$ cat src/rtl/avr_fetch.sv
// AVR instruction fetch unit: streams 16-bit program words to the core,
// glues two-word opcodes (LDS/STS/JMP/CALL) into one output, absorbs
// consumer stalls with a one-entry skid buffer, and restarts on redirect.
module avr_fetch #(
  parameter int              PC_W      = 16,
  parameter logic [PC_W-1:0] RESET_VEC = '0
) (
  input  logic            CLK,
  input  logic            RST,
  output logic [PC_W-1:0] p_addr,
  output logic            p_rd,
  input  logic [15:0]     p_data,
  input  logic            stall,
  input  logic            redirect,
  input  logic [PC_W-1:0] redirect_pc,
  output logic [15:0]     instr,
  output logic [15:0]     instr_ext,
  output logic [PC_W-1:0] instr_pc,
  output logic            instr_valid
);

  // FILL: nothing to show; RUN: output valid; WAIT_EXT: first word of a
  // two-word opcode parked; HOLD: output stalled with the skid occupied.
  typedef enum logic [1:0] {FILL, RUN, WAIT_EXT, HOLD} state_e;

  state_e          state_q, state_d;
  logic [PC_W-1:0] pc_q, pc_d;
  logic            rd_pend_q, rd_pend_d;
  logic [PC_W-1:0] pend_addr_q, pend_addr_d;
  logic [15:0]     skid_data_q, skid_data_d;
  logic [PC_W-1:0] skid_addr_q, skid_addr_d;
  logic [15:0]     first_word_q, first_word_d;
  logic [PC_W-1:0] first_pc_q, first_pc_d;
  logic [15:0]     instr_q, instr_d;
  logic [15:0]     ext_q, ext_d;
  logic [PC_W-1:0] ipc_q, ipc_d;

  logic            out_valid;
  logic            blocked;
  logic            src_valid;
  logic [15:0]     src_word;
  logic [PC_W-1:0] src_addr;

  // LDS 1001000xxxxx0000, STS 1001001xxxxx0000, JMP/CALL 1001010xxxxx11xx
  function automatic logic is_two_word(input logic [15:0] w);
    return ((w[15:10] == 6'b100100) && (w[3:0] == 4'b0000)) ||
           ((w[15:9] == 7'b1001010) && (w[3:2] == 2'b11));
  endfunction

  // Memory side: issue a read every cycle unless the held output is stalled;
  // a redirect always wins and reads its target in the same cycle.
  always_comb begin
    out_valid   = (state_q == RUN) || (state_q == HOLD);
    blocked     = out_valid && stall;
    p_rd        = !RST && (redirect || !blocked);
    p_addr      = redirect ? redirect_pc : pc_q;
    pc_d        = pc_q;
    if (redirect) begin
      pc_d = redirect_pc + PC_W'(1);
    end else if (p_rd) begin
      pc_d = pc_q + PC_W'(1);
    end
    rd_pend_d   = p_rd;
    pend_addr_d = p_addr;
  end

  // Instruction assembly: pick the next raw word (skid first, then memory),
  // pair up two-word opcodes and load the output register when it may move.
  always_comb begin
    state_d      = state_q;
    skid_data_d  = skid_data_q;
    skid_addr_d  = skid_addr_q;
    first_word_d = first_word_q;
    first_pc_d   = first_pc_q;
    instr_d      = instr_q;
    ext_d        = ext_q;
    ipc_d        = ipc_q;
    src_valid    = (state_q == HOLD) || rd_pend_q;
    src_word     = (state_q == HOLD) ? skid_data_q : p_data;
    src_addr     = (state_q == HOLD) ? skid_addr_q : pend_addr_q;
    if (redirect) begin
      state_d = FILL;
    end else if (blocked) begin
      if ((state_q == RUN) && rd_pend_q) begin
        skid_data_d = p_data;
        skid_addr_d = pend_addr_q;
        state_d     = HOLD;
      end
    end else if (src_valid) begin
      if (state_q == WAIT_EXT) begin
        instr_d = first_word_q;
        ext_d   = src_word;
        ipc_d   = first_pc_q;
        state_d = RUN;
      end else if (is_two_word(src_word)) begin
        first_word_d = src_word;
        first_pc_d   = src_addr;
        state_d      = WAIT_EXT;
      end else begin
        instr_d = src_word;
        ext_d   = 16'h0000;
        ipc_d   = src_addr;
        state_d = RUN;
      end
    end else if (state_q != WAIT_EXT) begin
      state_d = FILL;
    end
  end

  // State register with synchronous reset that drops everything in flight.
  always_ff @(posedge CLK) begin
    if (RST) begin
      state_q      <= FILL;
      pc_q         <= RESET_VEC;
      rd_pend_q    <= 1'b0;
      pend_addr_q  <= '0;
      skid_data_q  <= 16'h0000;
      skid_addr_q  <= '0;
      first_word_q <= 16'h0000;
      first_pc_q   <= '0;
      instr_q      <= 16'h0000;
      ext_q        <= 16'h0000;
      ipc_q        <= '0;
    end else begin
      state_q      <= state_d;
      pc_q         <= pc_d;
      rd_pend_q    <= rd_pend_d;
      pend_addr_q  <= pend_addr_d;
      skid_data_q  <= skid_data_d;
      skid_addr_q  <= skid_addr_d;
      first_word_q <= first_word_d;
      first_pc_q   <= first_pc_d;
      instr_q      <= instr_d;
      ext_q        <= ext_d;
      ipc_q        <= ipc_d;
    end
  end

  assign instr       = instr_q;
  assign instr_ext   = ext_q;
  assign instr_pc    = ipc_q;
  assign instr_valid = out_valid;

endmodule

$ cat config.mk
export PLATFORM = sky130hd
export DESIGN_NAME = avr_fetch
export DESIGN_NICKNAME = d
export VERILOG_FILES = /design/src/rtl/avr_fetch.sv
export SDC_FILE = /design/constraint.sdc
export NUM_CORES = 1
export LEC_CHECK = 0
export CAP_MARGIN = 40
export CELL_PAD_IN_SITES_DETAIL_PLACEMENT = 1
export CELL_PAD_IN_SITES_GLOBAL_PLACEMENT = 1
export CORE_MARGIN = 2
export CORE_UTILIZATION = 43
export DETAILED_ROUTE_END_ITERATION = 10
export DONT_BUFFER_PORTS = 1
export PLACE_DENSITY = 0.78
export SLEW_MARGIN = 20
export SYNTH_ARGS = -nofsm -noshare
export SYNTH_HDL_FRONTEND = slang
export SYNTH_SLANG_ARGS = --single-unit
export TNS_END_PERCENT = 100
$ cat constraint.sdc
create_clock -name CLK -period 2.1 [get_ports CLK]
set_clock_uncertainty 0.2 [all_clocks]
set_input_delay 0.105 -clock CLK [delete_from_list [all_inputs] [get_ports CLK]]
set_output_delay 0.105 -clock CLK [all_outputs]
set_load 0.03 [all_outputs]
==> tab_implementation.tex, run 1 <==
\begin{tabular}{lr}
\hline
Metric & Value \\
\hline
\multicolumn{2}{l}{\textbf{Outcome}} \\
Result of the run & finished, violations left \\
Failing checks & negative hold slack, negative setup slack \\
\multicolumn{2}{l}{\textbf{STA}} \\
Setup repair after global routing missed its margin & true \\
Final Critical Period & 2.24 ns \\
Count of final max-slew check failures & 0 \\
Final Hold Vio Count & 123 \\
Max frequency & 447 MHz \\
Setup slack after layout & -0.135 ns \\
Hold slack & -0.431 ns \\
Period utilisation layout & 1.06 \\
Total negative slack for setup checks & -4.45 ns \\
Final-report setup violation count & 78 \\
Transition time at the pin with the least slew margin & 0.550 ns \\
Tightest slew margin relative to the limit & 0.623 \\
\multicolumn{2}{l}{\textbf{Floorplan}} \\
Placement Rows & 46 \\
I/O pins & $\sim$100 \\
Core box area & 15900 um\^{}2 \\
Vertical die dimension & 131 um \\
Horizontal die dimension & 131 um \\
Starting density of the core & 0.439 \\
Die footprint & $\sim$17000 um\^{}2 \\
\multicolumn{2}{l}{\textbf{Worst hold path}} \\
Origin of the worst min-delay path & RST \\
Class of the most critical hold timing path & in2reg \\
\multicolumn{2}{l}{\textbf{Yosys}} \\
Most used flip-flop cell after synthesis & dfxtp\_1 \\
Post-synthesis instance area & 6980 um\^{}2 \\
\#FFs+latches synth & 147 \\
Distinct cell type count after synthesis & 48 \\
Post-Synthesis Net Count & 844 \\
Gate count of the mapped netlist & 807 \\
Yosys top cell area share & 0.422 \\
Top post-synthesis cells by area & dfxtp\_1 42\%, mux2i\_1 13\%, nand2\_1 8.0\% \\
Number of enable flip-flop cells after synthesis & 0 \\
Count of yosys warnings during synthesis & 0 \\
Asr flop ratio synth & 0 \\
Syn avg cell area & 8.65 um\^{}2 \\
Share of synthesized area occupied by flip-flops and latches & 0.422 \\
Top cell type by total area after synthesis & dfxtp\_1 \\
\multicolumn{2}{l}{\textbf{Placement}} \\
Final HPWL DP & roughly 13 mm \\
Total placed cells including tap cells & 1005 \\
Post-placement setup slack & -0.0652 ns \\
Gp weighted congestion & $\sim$0.8 \\
Number of input and output port buffers inserted & 0 \\
\multicolumn{2}{l}{\textbf{Clock tree}} \\
Sinks on Clock Net & 147 \\
Register clock-pin slew on the reported worst setup and hold paths & 0.07 ns \\
Number of clock buffers inserted by TritonCTS & 17 \\
Clock tree buffer depth & 2 \\
Cell chosen for the clock root & clkbuf\_16 \\
Clk\_lat worst skew & 0.43 ns \\
Clock tree from TritonCTS & done \\
Depth of the CTS H-tree & 4 \\
\multicolumn{2}{l}{\textbf{Pwr}} \\
Clock power share & 0.436 \\
Switch share & 0.278 \\
Combinational power share & 0.118 \\
Seq pwr share & 0.446 \\
Leakage & 3.42 nW \\
Sw Pwr & between 1.5 and 2 mW \\
Power density over cell area & $\sim$740 nW/um\^{}2 \\
Highest ir drop seen on vdd & approximately 650 uV \\
Design internal power & between 4 and 5 mW \\
\multicolumn{2}{l}{\textbf{Cells and area}} \\
Signed area change from the synthesized netlist to the final layout & 30.9\% \\
Fill cell total of the finished layout & 1823 \\
Non-filler instance count after layout & 1126 \\
Combined area of the multi-input logic cells & 3840 um\^{}2 \\
Number of diodes & 0 \\
Final Util & 0.575 \\
Number of nets in the final layout & 934 \\
Proportion of layout cells with a drive suffix above 1 & 0.154 \\
Seq. cell area & about 3000 um\^{}2 \\
\multicolumn{2}{l}{\textbf{GRT}} \\
Antenna violations before repair & 0 \\
Vias in the first global route & 7055 \\
Wire length of the first global-routing pass & approximately 39 mm \\
Total GRT Usage & 0.283 \\
Total global routing overflow & 0 \\
Pin count of the biggest net entering global routing & 180 \\
\multicolumn{2}{l}{\textbf{Detailed routing}} \\
Routed met2 length & 13.6 mm \\
First-pass DRT Iterations & 5 \\
Number of DRC violations after detailed routing & 0 \\
Met3 wire length & 1.38 mm \\
Iteration-0 DRC count of the detailed router & 548 \\
Top Metal Used & met4 \\
Wire length after detailed routing & 26.2 mm \\
Average wire per cell in the routed design & 23.3 um \\
Drt via density & between 6 and 7 \\
Via total after detailed routing & 6833 \\
Met1 Wirelength & 10.3 mm \\
Count of nets left with antenna violations after detail routing & 0 \\
\multicolumn{2}{l}{\textbf{Critical path}} \\
Worst endpoint required time & 2.24 ns \\
Arrival time of data at the critical path endpoint & 2.38 ns \\
Reg-to-reg critical path startpoint & state\_q[1]\$\_SDFFE\_PP0P\_ \\
Worst setup path startpoint & state\_q[1]\$\_SDFFE\_PP0P\_ \\
Critical path type & reg2reg \\
CP Max Fanout & 11 \\
Element type at the critical path start & register \\
Endpoint type of the worst setup path & register \\
\multicolumn{2}{l}{\textbf{Run}} \\
Count of max-cap constraint violations & 0 \\
\hline
\end{tabular}
placed cells by master, fill, tap and decap left out, types with 19 or more instances in the layout:
cell type      Yosys  layout
a211o_1           33      33
mux2i_1           94      88
a21oi_1           40      40
nor2_1            64      62
a31oi_1           28      28
dlygate4sd3_1      0      76
dfxtp_1          147     142
nand2_1          148     147
clkbuf_16          0      19
buf_4              9      40
nand2b_1          50      50
cell families after synthesis:
logic type      Yosys count  synth area share
simple gates            306             0.201
compound gates          161             0.165
flops                   147             0.422
mux                      97             0.140
buf+inv                  84            0.0570
xor+xnor                 11            0.0138
fa+ha+maj                 1           0.00179
cells in the mapped netlist, drive strengths merged (11+ instances only):
master  instances
a211o          33
a21oi          40
a311oi         25
a31oi          29
buf            33
clkbuf         36
dfxtp         147
inv            15
mux2i          94
nand2         148
nand2b         50
nor2           64
xnor2          11
cell type report:
class | count | share of cell area
Sequential cell | 147 | 0.324
Timing Repair Buffer | 140 | 0.159
Tap cell | 216 | 0.0296
Clock buffer | 17 | 0.0466
Inverter | 15 | 0.00617
Clock inverter | 15 | 0.0148
Multi-Input combinational cell | 576 | 0.421
per-layer routing:
metal / up-vias / global-route usage
met5: - / 0
met4: 0 / 0.116
met3: 84 / 0.0513
met2: 306 / 0.506
met1: 3433 / 0.334
li1: 3010 / -
state kept, by name, indices dropped and copies added, names as in the netlist:
name          cells
first_pc_q       16
first_word_q     16
instr            16
instr_ext        16
instr_pc         16
pc_q             16
pend_addr_q      16
skid_addr_q      16
skid_data_q      16
state_q           2
rd_pend_q         1
through the flow:
step / power, mW / area (um^2)
after floorplan: 3.54 / 7020
after global placement: 3.61 / 7370
after detailed placement: 3.64 / 7370
after CTS: 6.67 / 8830
after global routing: 6.95 / 9130
final: 6.76 / 9130
power by group through the flow:
stage          clock [mW]  sequential, mW  combinational, mW
2_1_floorplan           0            3.04              0.501
3_3_place_gp            0            3.06              0.550
3_5_place_dp            0            3.07              0.572
4_1_cts              2.95            3.01              0.717
5_1_grt              3.09            3.02              0.844
6_report             2.94            3.02              0.797
final timing paths:
kind	to	slack, ns	depth (start not counted)
max	instr[1]$_SDFFE_PP0P_	-0.14	7
min	first_word_q[5]$_SDFFE_PP0P_	-0.43	1
max reg2reg	instr[1]$_SDFFE_PP0P_	-0.14	7
min reg2reg	skid_addr_q[5]$_SDFFE_PP0P_	0.28	2
critical path, stage by stage, from the launching register on:
cell and delay (ns):
dfxtp_4 0.40, nand2_1 0.16, buf_6 0.20, a311o_1 0.38, o21ai_4 0.22, buf_6 0.16
buf_12 0.15, mux2i_2 0.26
repair_timing:
item,4_1_cts,5_1_grt
buffers inserted,2,5
endpoints found under the setup margin,58,91
resized for setup,17,45
endpoints found under the hold margin,147,124
gates cloned,2,3
pin swaps,0,10
hold buffers,76,2
No activity file was read; power rests on OpenSTA's default activity.
==> inputs of run 2 (changes only) <==
Settings changed: CELL_PAD_IN_SITES_DETAIL_PLACEMENT 1 to 0, CELL_PAD_IN_SITES_GLOBAL_PLACEMENT 1 to 2, CORE_UTILIZATION 43 to 35, PLACE_DENSITY 0.78 to 0.79, RECOVER_POWER set to 25.
==> run 2 against run 1 <==
  * The flow still finishes with violations (negative hold slack, negative setup slack)
  * Combinational power rose by 2%
  * Maximum frequency fell by 1.2%
  * Count of clock-buffer cells in the layout is 5 higher
  * Cell count up 6.4%
  * Largest power group is now clock
  * Highest routed layer unchanged
==> tab_implementation.tex, run 2 (synthesis gave the netlist of run 1 again) <==
\begin{tabular}{lr}
\hline
Metric & Value \\
\hline
\multicolumn{2}{l}{\textbf{Outcome}} \\
Result of the run & finished, violations left (unchanged) \\
Failing checks & negative hold slack, negative setup slack (unchanged) \\
\multicolumn{2}{l}{\textbf{Run}} \\
Count of max-cap constraint violations & 0 (unchanged) \\
\multicolumn{2}{l}{\textbf{Floorplan}} \\
Die footprint & 21100 um\^{}2 (was 17300 um\^{}2) \\
Core box area & 19500 um\^{}2 (was 15900 um\^{}2) \\
I/O pins & 102 (unchanged) \\
Placement Rows & 51 (was 46) \\
Vertical die dimension & 145 um (was 131 um) \\
Starting density of the core & 0.357 (was 0.439) \\
Horizontal die dimension & 145 um (was 131 um) \\
\multicolumn{2}{l}{\textbf{Pwr}} \\
Switch share & 0.244 (was 0.278) \\
Highest ir drop seen on vdd & 627 uV (was 647 uV) \\
Leakage & 3.57 nW (was 3.42 nW) \\
Seq pwr share & 0.423 (was 0.446) \\
Combinational power share & 0.114 (was 0.118) \\
Clock power share & 0.463 (was 0.436) \\
Power density over cell area & 746 nW/um\^{}2 (was 740 nW/um\^{}2) \\
Sw Pwr & 1.74 mW (was 1.88 mW) \\
Design internal power & 5.38 mW (was 4.87 mW) \\
\multicolumn{2}{l}{\textbf{Detailed routing}} \\
Count of nets left with antenna violations after detail routing & 0 (unchanged) \\
Number of DRC violations after detailed routing & 0 (unchanged) \\
Iteration-0 DRC count of the detailed router & 557 (was 548) \\
Via total after detailed routing & 6392 (was 6833) \\
First-pass DRT Iterations & 5 (unchanged) \\
Wire length after detailed routing & 22.2 mm (was 26.2 mm) \\
Drt via density & 5.34 (was 6.07) \\
Average wire per cell in the routed design & 18.5 um (was 23.3 um) \\
\multicolumn{2}{l}{\textbf{STA}} \\
Setup repair after global routing missed its margin & true (unchanged) \\
Final Hold Vio Count & 113 (was 123) \\
Tightest slew margin relative to the limit & 0.618 (was 0.623) \\
Period utilisation layout & 1.08 (was 1.06) \\
Hold slack & -0.425 ns (was -0.431 ns) \\
Final Critical Period & 2.26 ns (was 2.24 ns) \\
Setup slack after layout & -0.162 ns (was -0.135 ns) \\
Max frequency & 442 MHz (was 447 MHz) \\
Transition time at the pin with the least slew margin & 0.557 ns (was 0.550 ns) \\
Final-report setup violation count & 47 (was 78) \\
Count of final max-slew check failures & 0 (unchanged) \\
\multicolumn{2}{l}{\textbf{Critical path}} \\
Critical path cell sequence & nor4\_4, o32ai\_2, buf\_4, a311oi\_4, buf\_6, buf\_4, a31oi\_1, a311oi\_1 (was nand2\_1, buf\_6, a311o\_1, o21ai\_4, buf\_6, buf\_12, mux2i\_2) \\
Worst endpoint required time & 2.22 ns (was 2.24 ns) \\
Element type at the critical path start & register (unchanged) \\
Highest cell delay on the worst timing path & 0.33 ns (was 0.40 ns) \\
Cell with the largest stage delay on the worst path & dfxtp\_2 (was dfxtp\_4) \\
Arrival time of data at the critical path endpoint & 2.38 ns (about the same) \\
Cell type with the highest occurrence count on the critical path & buf\_4 (was buf\_6) \\
Endpoint type of the worst setup path & register (unchanged) \\
CP Max Fanout & 7 (was 11) \\
Critical path type & reg2reg (unchanged) \\
\multicolumn{2}{l}{\textbf{GRT}} \\
Vias in the first global route & 6300 (was 7055) \\
Total global routing overflow & 0 (unchanged) \\
Global routing usage on met1 & 0.262 (was 0.334) \\
Wire length of the first global-routing pass & 34.3 mm (was 38.9 mm) \\
Antenna violations before repair & 0 (unchanged) \\
Total GRT Usage & 0.203 (was 0.283) \\
Grt peak-use layer & met2 (unchanged) \\
Pin count of the biggest net entering global routing & 180 (unchanged) \\
Met2 usage in global routing & 0.337 (was 0.506) \\
GRT met3 Usage & 0.0491 (was 0.0513) \\
\multicolumn{2}{l}{\textbf{Clock tree}} \\
Register clock-pin slew on the reported worst setup and hold paths & 0.06 ns (was 0.07 ns) \\
Cell chosen for the clock root & clkbuf\_16 (unchanged) \\
Number of clock buffers inserted by TritonCTS & 17 (unchanged) \\
Depth of the CTS H-tree & 4 (unchanged) \\
Sinks on Clock Net & 147 (unchanged) \\
Clock tree from TritonCTS & done (unchanged) \\
Clock tree buffer depth & 2 (unchanged) \\
Clk\_lat worst skew & 0.43 ns (about the same) \\
\multicolumn{2}{l}{\textbf{Placement}} \\
Final HPWL DP & 12.6 mm (was 13.4 mm) \\
Post-placement setup slack & -0.0756 ns (was -0.0652 ns) \\
Number of input and output port buffers inserted & 0 (unchanged) \\
Gp weighted congestion & 0.814 (was 0.799) \\
\multicolumn{2}{l}{\textbf{Cells and area}} \\
Number of diodes & 0 (unchanged) \\
Top library cells by usage in the layout, fill and taps aside & 146 x nand2\_1, 141 x dfxtp\_1, 92 x dlygate4sd3\_1 (was 147 x nand2\_1, 142 x dfxtp\_1, 88 x mux2i\_1) \\
Fill cell total of the finished layout & 1855 (was 1823) \\
Number of nets in the final layout & 957 (was 934) \\
Seq. cell area & 2950 um\^{}2 (about the same) \\
Commonest non-fill, non-tap cell in the layout & nand2\_1 (unchanged) \\
Proportion of layout cells with a drive suffix above 1 & 0.150 (was 0.154) \\
Combined area of the multi-input logic cells & 3830 um\^{}2 (was 3840 um\^{}2) \\
Signed area change from the synthesized netlist to the final layout & 36.8\% (was 30.9\%) \\
\multicolumn{2}{l}{\textbf{Worst hold path}} \\
Class of the most critical hold timing path & in2reg (unchanged) \\
\hline
\end{tabular}
run 2: cell count changes in the layout (fill, tap and decap cells not counted), sizes merged:
cell | before | now
dlygate4sd3 | 76 | 92
clkbuf | 19 | 26
inv | 18 | 15
clkinvlp | 2 | 1
bufinv | 1 | 4
clkinv | 9 | 5
buf | 62 | 67
run 2: worst paths after layout:
kind / start / end / slack, ns / depth (start not counted)
worst min-delay path: RST / skid_data_q[7]$_SDFFE_PP0P_ / -0.42 / 1
worst max-delay path: skid_data_q[2]$_SDFFE_PP0P_ / first_word_q[7]$_SDFFE_PP0P_ / -0.16 / 8
worst min register to register: pc_q[11]$_SDFFE_PP0P_ / pc_q[11]$_SDFFE_PP0P_ / 0.25 / 2
worst max register to register: skid_data_q[2]$_SDFFE_PP0P_ / first_word_q[7]$_SDFFE_PP0P_ / -0.16 / 8
run 2: final cells by class:
cell class | instances | share of cell area
Tap cell | 265 | 0.0347
Inverter | 15 | 0.00590
Multi-Input combinational cell | 576 | 0.401
Timing Repair Buffer | 163 | 0.182
Clock inverter | 10 | 0.0160
Sequential cell | 147 | 0.309
Clock buffer | 22 | 0.0507
run 2: metal layers:
layer	share of wire	wire length [um]
met4	0.016	351
met1	0.44	9820
met2	0.48	10700
met3	0.060	1320
met5	0	0
run 2: worst max-delay path: cells and delay by family, from the launching register on:
kind / cells / cell delay, ns
compound gates: 4 / 0.81
simple gates: 1 / 0.31
buf+inv: 3 / 0.50
flops: 1 / 0.33
run 2: power by group through the flow:
stage / clock network, mW / logic, mW / registers (mW)
2_1_floorplan: 0 / 0.501 / 3.04
3_3_place_gp: 0 / 0.561 / 3.07
3_5_place_dp: 0 / 0.569 / 3.07
4_1_cts: 3.34 / 0.764 / 3.01
5_1_grt: 3.46 / 0.877 / 3.02
6_report: 3.30 / 0.814 / 3.01
run 2: through the flow:
| stage | utilization | power [mW] | setup TNS, ns | area, um^2 | std cells |
|---|---|---|---|---|---|
| after floorplan | - | 3.54 | 0 | 7020 | 807 |
| after global placement | 0.382 | 3.63 | -0.0503 | 7450 | 1051 |
| after detailed placement | 0.382 | 3.64 | -0.979 | 7450 | 1051 |
| after CTS | 0.473 | 7.11 | -0.148 | 9240 | 1183 |
| after global routing | 0.489 | 7.36 | -6.60 | 9540 | 1198 |
| final | 0.489 | 7.12 | -2.32 | 9540 | 1198 |
run 2: what timing repair did:
action / 4_1_cts / 5_1_grt
pin swaps: 4 / 18
endpoints found under the hold margin: 147 / 113
setup endpoints to repair: 71 / 85
cloned: 3 / 7
hold buffers: 92 / 2
gates resized for setup: 27 / 33
buffers inserted: 5 / 7
==> inputs of run 3 (changes only) <==
Settings changed: SKIP_LAST_GASP set to 1.
==> run 3 against run 2 <==
  * The run still ends with negative hold slack, negative setup slack left
  * Global-route usage about the same
  * Clock power about the same
  * Via count is 0.22% higher
  * Total power is 0.16% lower
  * Critical endpoint unchanged
  * Highest routed layer unchanged
==> tab_implementation.tex, run 3 (synthesis gave the netlist of run 1 again) <==
\begin{tabular}{lr}
\hline
Metric & Value \\
\hline
\multicolumn{2}{l}{\textbf{Critical path}} \\
Endpoint type of the worst setup path & register (unchanged) \\
Element type at the critical path start & register (unchanged) \\
Reg-to-reg setup timing slack & -0.15 ns (was -0.16 ns) \\
Worst endpoint required time & 2.21 ns (was 2.22 ns) \\
Critical path cell sequence & nor4\_4, o32ai\_2, buf\_4, a311oi\_4, buf\_6, buf\_4, a31oi\_1, a311oi\_1 (unchanged) \\
Cell type with the highest occurrence count on the critical path & buf\_4 (unchanged) \\
Arrival time of data at the critical path endpoint & 2.37 ns (was 2.38 ns) \\
Critical path type & reg2reg (unchanged) \\
R2r worst-path depth & 8 (unchanged) \\
Cell with the largest stage delay on the worst path & dfxtp\_2 (unchanged) \\
Last element of the critical path & first\_word\_q[7]\$\_SDFFE\_PP0P\_ (unchanged) \\
R2R Path End & first\_word\_q[7]\$\_SDFFE\_PP0P\_ (unchanged) \\
Worst setup path startpoint & skid\_data\_q[2]\$\_SDFFE\_PP0P\_ (unchanged) \\
Highest cell delay on the worst timing path & 0.33 ns (about the same) \\
Reg-to-reg critical path startpoint & skid\_data\_q[2]\$\_SDFFE\_PP0P\_ (unchanged) \\
CP Max Fanout & 7 (unchanged) \\
\multicolumn{2}{l}{\textbf{GRT}} \\
GRT met3 Usage & 0.0491 (unchanged) \\
Antenna violations before repair & 0 (unchanged) \\
Total global routing overflow & 0 (unchanged) \\
Pin count of the biggest net entering global routing & 180 (unchanged) \\
Wire length of the first global-routing pass & 34.3 mm (about the same) \\
Met2 usage in global routing & 0.336 (was 0.337) \\
Vias in the first global route & 6270 (was 6300) \\
Total GRT Usage & 0.202 (was 0.203) \\
Grt peak-use layer & met2 (unchanged) \\
Global routing usage on met1 & 0.262 (unchanged) \\
\multicolumn{2}{l}{\textbf{Worst hold path}} \\
Hold Path Depth & 1 (unchanged) \\
Class of the most critical hold timing path & in2reg (unchanged) \\
\multicolumn{2}{l}{\textbf{Pwr}} \\
Highest ir drop seen on vdd & 603 uV (was 627 uV) \\
Power density over cell area & 744 nW/um\^{}2 (was 746 nW/um\^{}2) \\
Leakage & 3.54 nW (was 3.57 nW) \\
\multicolumn{2}{l}{\textbf{STA}} \\
Setup slack after layout & -0.155 ns (was -0.162 ns) \\
Transition time at the pin with the least slew margin & 0.556 ns (was 0.557 ns) \\
Final Critical Period & 2.25 ns (was 2.26 ns) \\
Final-report setup violation count & 34 (was 47) \\
Hold slack & -0.426 ns (was -0.425 ns) \\
Tightest slew margin relative to the limit & 0.619 (was 0.618) \\
Max frequency & 443 MHz (was 442 MHz) \\
Period utilisation layout & 1.07 (was 1.08) \\
Final Hold Vio Count & 90 (was 113) \\
Count of final max-slew check failures & 0 (unchanged) \\
Setup repair after global routing missed its margin & true (unchanged) \\
Total negative slack for setup checks & -2.51 ns (was -2.32 ns) \\
\multicolumn{2}{l}{\textbf{Cells and area}} \\
Number of diodes & 0 (unchanged) \\
Signed area change from the synthesized netlist to the final layout & 37.0\% (was 36.8\%) \\
Proportion of layout cells with a drive suffix above 1 & 0.153 (was 0.150) \\
Commonest non-fill, non-tap cell in the layout & nand2\_1 (unchanged) \\
Non-filler instance count after layout & 1194 (was 1198) \\
Top library cells by usage in the layout, fill and taps aside & 146 x nand2\_1, 144 x dfxtp\_1, 91 x dlygate4sd3\_1 (was 146 x nand2\_1, 141 x dfxtp\_1, 92 x dlygate4sd3\_1) \\
Number of nets in the final layout & 953 (was 957) \\
\multicolumn{2}{l}{\textbf{Placement}} \\
Gp weighted congestion & 0.814 (unchanged) \\
Post-placement setup slack & -0.0756 ns (unchanged) \\
Final HPWL DP & 12.6 mm (unchanged) \\
Number of input and output port buffers inserted & 0 (unchanged) \\
Total placed cells including tap cells & 1051 (unchanged) \\
\multicolumn{2}{l}{\textbf{Clock tree}} \\
Number of clock buffers inserted by TritonCTS & 17 (unchanged) \\
Sinks on Clock Net & 147 (unchanged) \\
Clock tree from TritonCTS & done (unchanged) \\
Cell chosen for the clock root & clkbuf\_16 (unchanged) \\
Clk\_lat worst skew & 0.42 ns (was 0.43 ns) \\
Depth of the CTS H-tree & 4 (unchanged) \\
Register clock-pin slew on the reported worst setup and hold paths & 0.06 ns (about the same) \\
Clock tree buffer depth & 2 (unchanged) \\
\multicolumn{2}{l}{\textbf{Floorplan}} \\
Vertical die dimension & 145 um (unchanged) \\
Starting density of the core & 0.357 (unchanged) \\
Die footprint & 21100 um\^{}2 (unchanged) \\
Horizontal die dimension & 145 um (unchanged) \\
Placement Rows & 51 (unchanged) \\
I/O pins & 102 (unchanged) \\
Core box area & 19500 um\^{}2 (unchanged) \\
\multicolumn{2}{l}{\textbf{Detailed routing}} \\
Wire length after detailed routing & 22.1 mm (was 22.2 mm) \\
Iteration-0 DRC count of the detailed router & 562 (was 557) \\
Average wire per cell in the routed design & 18.5 um (about the same) \\
First-pass DRT Iterations & 5 (unchanged) \\
Drt via density & 5.37 (was 5.34) \\
Count of nets left with antenna violations after detail routing & 0 (unchanged) \\
Number of DRC violations after detailed routing & 0 (unchanged) \\
Via total after detailed routing & 6406 (was 6392) \\
\multicolumn{2}{l}{\textbf{Outcome}} \\
Failing checks & negative hold slack, negative setup slack (unchanged) \\
Result of the run & finished, violations left (unchanged) \\
\multicolumn{2}{l}{\textbf{Run}} \\
Count of max-cap constraint violations & 0 (unchanged) \\
\hline
\end{tabular}
## run 3: cell count changes in the layout (fill, tap and decap cells not counted), sizes merged
cell / before / now
dlygate4sd3: 92 / 91
buf: 67 / 64
## run 3: worst min-delay path by stage
stage | start | end | slack [ns]
after global placement | redirect | state_q[0]$_SDFFE_PP0P_ | -0.02
after global routing | RST | first_word_q[6]$_SDFFE_PP0P_ | -0.47
final | RST | first_word_q[0]$_SDFFE_PP0P_ | -0.43
after CTS | RST | skid_data_q[8]$_SDFFE_PP0P_ | -0.45
after floorplan | p_data[11] | skid_data_q[11]$_SDFFE_PP0P_ | 0.04
after detailed placement | redirect | state_q[0]$_SDFFE_PP0P_ | -0.02
## run 3: metal layers
layer  share of wire  vias to the layer above
met5               0                        -
met4           0.011                        0
met3           0.055                       18
met2            0.48                      199
met1            0.45                     3149
li1                -                     3040
## run 3: area by class of cell
type	count	area, um^2
Inverter	15	56.3
Multi-Input combinational cell	576	3870
Sequential cell	147	2950
Tap cell	265	332
Clock inverter	10	153
Timing Repair Buffer	159	1710
Clock buffer	22	484
Fill cell	1841	9970
## run 3: per-stage QoR
stage	util	instance area, um^2	power (mW)
finish	0.489	9560	7.11
global route	0.489	9560	7.36
CTS	0.471	9200	7.10
detailed placement	0.382	7450	3.64
global placement	0.382	7450	3.63
floorplan	-	7020	3.54
## run 3: repair_timing
| action | in CTS | in global routing |
|---|---|---|
| setup buffers | 5 | 5 |
| pin swaps | 4 | 5 |
| endpoints found under the setup margin | 71 | 84 |
| hold buffers | 90 | 2 |
| endpoints found under the hold margin | 147 | 114 |
| gates cloned | 3 | 6 |
| resized for setup | 22 | 40 |
## run 3: where the power goes
group	switching [mW]	internal [mW]	leakage, nW	total (mW)
clock	1.18	2.11	0.316	3.29
combinational	0.414	0.397	2.03	0.811
sequential	0.134	2.88	1.20	3.01
## run 3: worst max-delay path, delay by kind of cell, from the launching register on
family / cells / cell delay (ns)
AO/OA/AOI/OAI: 4 / 0.80
buffers and inverters: 3 / 0.49
flip-flops: 1 / 0.33
AND/OR/NAND/NOR: 1 / 0.31
